### src/rtl/fifo_wr_arbiter_if.sv
// Write-side bus shared between the requesters, the arbiter and the FIFO.
// The arbiter sits on the slave modport; the requester/FIFO side uses master.
interface fifo_wr_arbiter_if #(
    parameter int NREQ   = 4,
    parameter int DWIDTH = 8
);
    localparam int GW = $clog2(NREQ);

    logic [NREQ-1:0]        req;
    logic [NREQ*DWIDTH-1:0] req_data;
    logic                   full;
    logic [NREQ-1:0]        ack;
    logic                   w_en;
    logic [DWIDTH-1:0]      data_in;
    logic [GW-1:0]          grant_id;
    logic                   busy;

    modport master (
        output req, req_data, full,
        input  ack, w_en, data_in, grant_id, busy
    );

    modport slave (
        input  req, req_data, full,
        output ack, w_en, data_in, grant_id, busy
    );
endinterface

### src/rtl/fifo_wr_arbiter.sv
// Round-robin write-port arbiter for the async FIFO write side.
// Each grant is a burst of up to MAX_BURST beats; the datapath is
// combinational, while grant, beat count and priority pointer are registered.
module fifo_wr_arbiter #(
    parameter int NREQ      = 4,
    parameter int DWIDTH    = 8,
    parameter int MAX_BURST = 4
) (
    input  logic              w_clk,
    input  logic              w_rst,
    fifo_wr_arbiter_if.slave  bus
);
    localparam int GW = $clog2(NREQ);
    localparam int CW = $clog2(MAX_BURST) + 1;

    typedef enum logic {
        IDLE  = 1'b0,
        BURST = 1'b1
    } state_t;

    state_t        state_q, state_d;
    logic [GW-1:0] grant_q, grant_d;
    logic [GW-1:0] rr_ptr_q, rr_ptr_d;
    logic [CW-1:0] beat_q, beat_d;

    logic          arb_found;
    logic [GW-1:0] arb_idx;
    logic [GW-1:0] cand_idx;
    int            cand;

    logic          in_burst;
    logic          req_g;
    logic          ack_g;
    logic          last_beat;
    logic [GW-1:0] rr_after_g;

    // Pick the first requester at or above rr_ptr, wrapping modulo NREQ
    always_comb begin
        arb_found = 1'b0;
        arb_idx   = '0;
        cand      = 0;
        cand_idx  = '0;
        for (int k = 0; k < NREQ; k++) begin
            cand = int'(rr_ptr_q) + k;
            if (cand >= NREQ) begin
                cand = cand - NREQ;
            end
            cand_idx = cand[GW-1:0];
            if (!arb_found && bus.req[cand_idx]) begin
                arb_found = 1'b1;
                arb_idx   = cand_idx;
            end
        end
    end

    // Zero-latency write datapath; reset forces every output quiet
    always_comb begin
        in_burst   = (state_q == BURST);
        req_g      = bus.req[grant_q];
        ack_g      = in_burst & req_g & ~bus.full & ~w_rst;
        last_beat  = (beat_q == CW'(MAX_BURST - 1));
        rr_after_g = (grant_q == GW'(NREQ - 1)) ? '0 : grant_q + 1'b1;

        bus.ack          = '0;
        bus.ack[grant_q] = ack_g;
        bus.w_en         = ack_g;
        bus.data_in      = '0;
        if (in_burst && !w_rst) begin
            bus.data_in = bus.req_data[grant_q*DWIDTH +: DWIDTH];
        end
        bus.busy     = in_burst & ~w_rst;
        bus.grant_id = w_rst ? '0 : grant_q;
    end

    // Arbitration in IDLE, beat counting and burst termination in BURST
    always_comb begin
        state_d  = state_q;
        grant_d  = grant_q;
        rr_ptr_d = rr_ptr_q;
        beat_d   = beat_q;
        case (state_q)
            IDLE: begin
                if (arb_found) begin
                    state_d = BURST;
                    grant_d = arb_idx;
                    beat_d  = '0;
                end
            end
            BURST: begin
                if (!req_g) begin
                    state_d  = IDLE;
                    rr_ptr_d = rr_after_g;
                end else if (ack_g) begin
                    beat_d = beat_q + 1'b1;
                    if (last_beat) begin
                        state_d  = IDLE;
                        rr_ptr_d = rr_after_g;
                    end
                end
            end
        endcase
    end

    // Control state register with synchronous reset
    always_ff @(posedge w_clk) begin
        if (w_rst) begin
            state_q  <= IDLE;
            grant_q  <= '0;
            rr_ptr_q <= '0;
            beat_q   <= '0;
        end else begin
            state_q  <= state_d;
            grant_q  <= grant_d;
            rr_ptr_q <= rr_ptr_d;
            beat_q   <= beat_d;
        end
    end
endmodule

### src/flat_wrapper.sv
// flat-port wrapper written by rule: the top's interface ports become plain ports
module fifo_wr_arbiter_flat 
#(
    parameter int NREQ      = 4,
    parameter int DWIDTH    = 8,
    parameter int MAX_BURST = 4
)
  (w_clk, w_rst, bus_req, bus_req_data, bus_full, bus_ack, bus_w_en, bus_data_in, bus_grant_id, bus_busy);
  fifo_wr_arbiter_if #(.NREQ(NREQ), .DWIDTH(DWIDTH)) bus_i ();
  input  logic w_clk;
  input  logic w_rst;
  input wire logic [$bits(bus_i.req)-1:0] bus_req;
  input wire logic [$bits(bus_i.req_data)-1:0] bus_req_data;
  input wire logic [$bits(bus_i.full)-1:0] bus_full;
  output wire logic [$bits(bus_i.ack)-1:0] bus_ack;
  output wire logic [$bits(bus_i.w_en)-1:0] bus_w_en;
  output wire logic [$bits(bus_i.data_in)-1:0] bus_data_in;
  output wire logic [$bits(bus_i.grant_id)-1:0] bus_grant_id;
  output wire logic [$bits(bus_i.busy)-1:0] bus_busy;
  assign bus_i.req = bus_req;
  assign bus_i.req_data = bus_req_data;
  assign bus_i.full = bus_full;
  assign bus_ack = bus_i.ack;
  assign bus_w_en = bus_i.w_en;
  assign bus_data_in = bus_i.data_in;
  assign bus_grant_id = bus_i.grant_id;
  assign bus_busy = bus_i.busy;
  fifo_wr_arbiter #(.NREQ(NREQ), .DWIDTH(DWIDTH), .MAX_BURST(MAX_BURST)) u_core (.w_clk(w_clk), .w_rst(w_rst), .bus(bus_i));
endmodule
### config.mk
export PLATFORM = sky130hd
export DESIGN_NAME = fifo_wr_arbiter_flat
export DESIGN_NICKNAME = d
export VERILOG_FILES = /design/src/rtl/fifo_wr_arbiter_if.sv /design/src/rtl/fifo_wr_arbiter.sv /design/src/flat_wrapper.sv
export SDC_FILE = /design/constraint.sdc
export NUM_CORES = 1
export LEC_CHECK = 0
export ABC_AREA = 1
export CAP_MARGIN = 20
export CORE_MARGIN = 5
export CORE_UTILIZATION = 36
export DETAILED_ROUTE_END_ITERATION = 8
export PLACE_DENSITY = 0.81
export SYNTH_ARGS = -nofsm -noshare
export SYNTH_HDL_FRONTEND = slang
export SYNTH_SLANG_ARGS = --single-unit
### constraint.sdc
create_clock -name w_clk -period 1.4 [get_ports w_clk]
set_input_delay 0.14 -clock w_clk [delete_from_list [all_inputs] [get_ports w_clk]]
set_output_delay 0.14 -clock w_clk [all_outputs]
set_load 0.1 [all_outputs]
==> results.yml <==
run_status:
  status: "finished, violations left"
  violations: "negative setup slack"
synthesis:
  synth_edf_count: 0
  ys_top_cells_by_area: "dfxtp_1 15%, nor2_1 15%, nand2_1 13%"
  synthArstFlopShare: 0
  yosysTopAreaCell: "dfxtp_1"
  synth.distinct_cells: 25
  ys_top_cells_by_count: "42 x nor2_1, 37 x nand2_1, 21 x inv_1, 21 x o21ai_0, 14 x a21oi_1"
  synthCells: 188
  synth-main-ff-cell: "dfxtp_1"
  synth_nets: 233
  yosysSeqAreaShare: 0.1542
  syn_area_per_cell_um2: 5.524
  yosysWarnings: 0
  yosys.area.top_type_share: 0.1542
  syn_area_mm2: 0.001038
  synth-seq-cells: 8
  yosysMostFrequentCell: "nor2_1"
routing:
  drt_iter0_markers: 112
  drc: 0
  wl_per_cell_um: 16.30
  drt-total-wl_mm: 4.890
  vias: 1578
  drtAntennaViolNets: 0
  viasPerCell: 5.260
  drtPass1Iterations: 5
timing:
  worstMarginPinSlew_ns: 0.2468
  period_needed_ns: 1.633
  fin_ws_ns: -0.2333
  finalClockSkew_ns: 0.003682
  grt_setup_unrepaired: "yes"
  finalSetupViolations: 21
  slew_headroom: 0.8343
  clock.fmax_ghz: 0.6123
  hold_violations: 0
  slew_viol_final: 0
  period_share: 1.167
finish:
  fin_nets: 316
  multi_input_area_um2: 994.7
  final_core_util: 0.8466
  diodes: 0
  final_cells: 300
  drive_above_1_share: 0.4498
  n_fill_cell: 149
  regArea_um2: 173.9
  syn_to_final_growth_pct: 124.8
  fin_area_mm2: 0.002335
worst_setup_path:
  cp_max_fo: 7
  end_kind: "output port"
  critPathRequiredTime_ns: 1.26
  path_buf_inv: 4
  cp_common_cell: "buf_4"
  start_kind: "register"
  r2r_start: "u_core.grant_q[0]$_SDFFE_PP0P_"
  startpoint: "u_core.grant_q[0]$_SDFFE_PP0P_"
  cpLargestDelayFamily: "buffers and inverters"
  worstSetupPathType: "register to output port"
  slowest_stage: "dfxtp_4"
  max_stage_delay_ns: 0.41
  critical_path_arrival_ns: 1.49
  worstPathCellList: "inv_4 -> buf_4 -> buf_4 -> o21ai_1 -> a21oi_2 -> buf_12"
clock_network:
  cts.path.max_buffers: 2
  cts_sinks: 8
  tritoncts: "built"
  htree_levels: 1
  path_clk_slew_ns: 0.06
  clkLatencyLatePin_ns: 0.27
  cts_root_buf: "clkbuf_4"
  cts_buffers: 3
power:
  clockPowerShare: 0.043
  power_density_mw_per_mm2: 1942
  p_sw_frac: 0.5608
  p_seq_frac: 0.099
  internal_power_w: 0.001992
  p_total_w: 0.004535
  power_frac_comb: 0.858
  p_leak_nw: 0.9954
  p_sw_w: 0.002543
  ir_drop_v: 0.001597
global_routing:
  track_usage: 0.1884
  grt_first_pass_wirelength_mm: 6.348
  first_global_vias: 1387
  grt_max_degree: 13
  antenna_found_initial: 0
  grt-ovfl-total: 0
die:
  start_util: 0.3766
  std_cell_rows: 19
  io_pins: 55
  coreArea_mm2: 0.002758
  fp.dieH_um: 63.71
  die_width_um: 63.71
  dieArea_mm2: 0.004059
worst_hold_path:
  hp-start: "u_core.beat_q[0]$_SDFFE_PP0P_"
  hp-class: "register to register"
placement:
  portBuffers: 54
  dp_cells: 284
  dpl.hpwl_mm: 2.891
  gp_congestion: 0.8456
  dpl_worst_slack_ns: -0.2426
  place_area_mm2: 0.002019
flow_run:
  drv_cap: 0
stage by stage:
| step | hold slack [ns] | TNS [ns] |
|---|---|---|
| after CTS | 0.4943 | -1.941 |
| after detailed placement | 0.4852 | -2.910 |
| final | 0.4994 | -3.078 |
| after global routing | 0.5335 | -4.508 |
| after global placement | 0.4692 | -2.323 |
| after floorplan | 0.3358 | -15.26 |
power groups by stage:
stage | registers, W | logic, W | clock network (W)
6_report | 0.000450 | 0.00389 | 0.000194
5_1_grt | 0.000466 | 0.00413 | 0.000207
4_1_cts | 0.000427 | 0.00335 | 0.000182
3_5_place_dp | 0.000386 | 0.00311 | 0
3_3_place_gp | 0.000383 | 0.00308 | 0
2_1_floorplan | 0.000354 | 0.00208 | 0
routing by layer:
layer | track usage | up-vias | share of wire
met5 | 0 | - | 0
met4 | 0.06234 | 0 | 0.022
met3 | 0.02842 | 16 | 0.074
met2 | 0.3261 | 91 | 0.50
met1 | 0.2362 | 719 | 0.40
li1 | - | 752 | -
final cells by class:
| class | instances | area share |
|---|---|---|
| tap | 31 | 0.01661 |
| multi-input combinational | 148 | 0.4260 |
| inverter | 24 | 0.04287 |
| sequential | 8 | 0.07449 |
| timing repair buffer | 86 | 0.4303 |
| clock buffer | 3 | 0.009646 |
cell usage in the layout (no fill, tap or decap), types with 9 or more instances in the layout:
cell / Yosys / layout
buf_12: 0 / 18
buf_4: 1 / 24
clkdlybuf4s50_1: 0 / 37
inv_1: 21 / 18
nand2_1: 37 / 28
nand2_2: 5 / 12
nor2_1: 42 / 30
nor2_4: 2 / 9
o21ai_1: 2 / 11
o21ai_2: 1 / 11
state kept, by name, summed over array words and instances (netlist names):
name	cells
u_core.in_burst	1
u_core.beat_q	3
u_core.grant_q	2
u_core.rr_ptr_q	2
final timing paths:
kind	to	slack, ns	depth (start not counted)
worst max-delay path	bus_data_in[7]	-0.23	6
worst min-delay path	u_core.beat_q[0]$_SDFFE_PP0P_	0.50	3
worst max register to register	u_core.rr_ptr_q[0]$_SDFFE_PP0P_	-0.16	10
worst min register to register	u_core.beat_q[0]$_SDFFE_PP0P_	0.50	3
worst reg2reg max path: cells and delay by family, from the launching register on:
family	cells	cell delay (ns)
and+or+nand+nor	3	0.22
AOI/OAI and AO/OA	3	0.37
DFF	1	0.38
buffers and inverters	4	0.49
logic make-up (layout without fill, tap and decap cells):
group / Yosys count / after routing / share of synthesized area
adders and majority gates: 6 / 6 / 0.07229
and+or+nand+nor: 101 / 101 / 0.4349
DFF: 8 / 8 / 0.1542
AOI/OAI and AO/OA: 41 / 41 / 0.2084
buffers and inverters: 32 / 113 / 0.1301
repair_timing:
item	in CTS	in global routing
hold buffers	0	0
endpoints found under the hold margin	0	0
pin swaps	11	19
gates resized for setup	38	36
buffers inserted	4	7
setup endpoints to repair	21	23
cloned	1	1
Power figures use the tool's default switching activity.
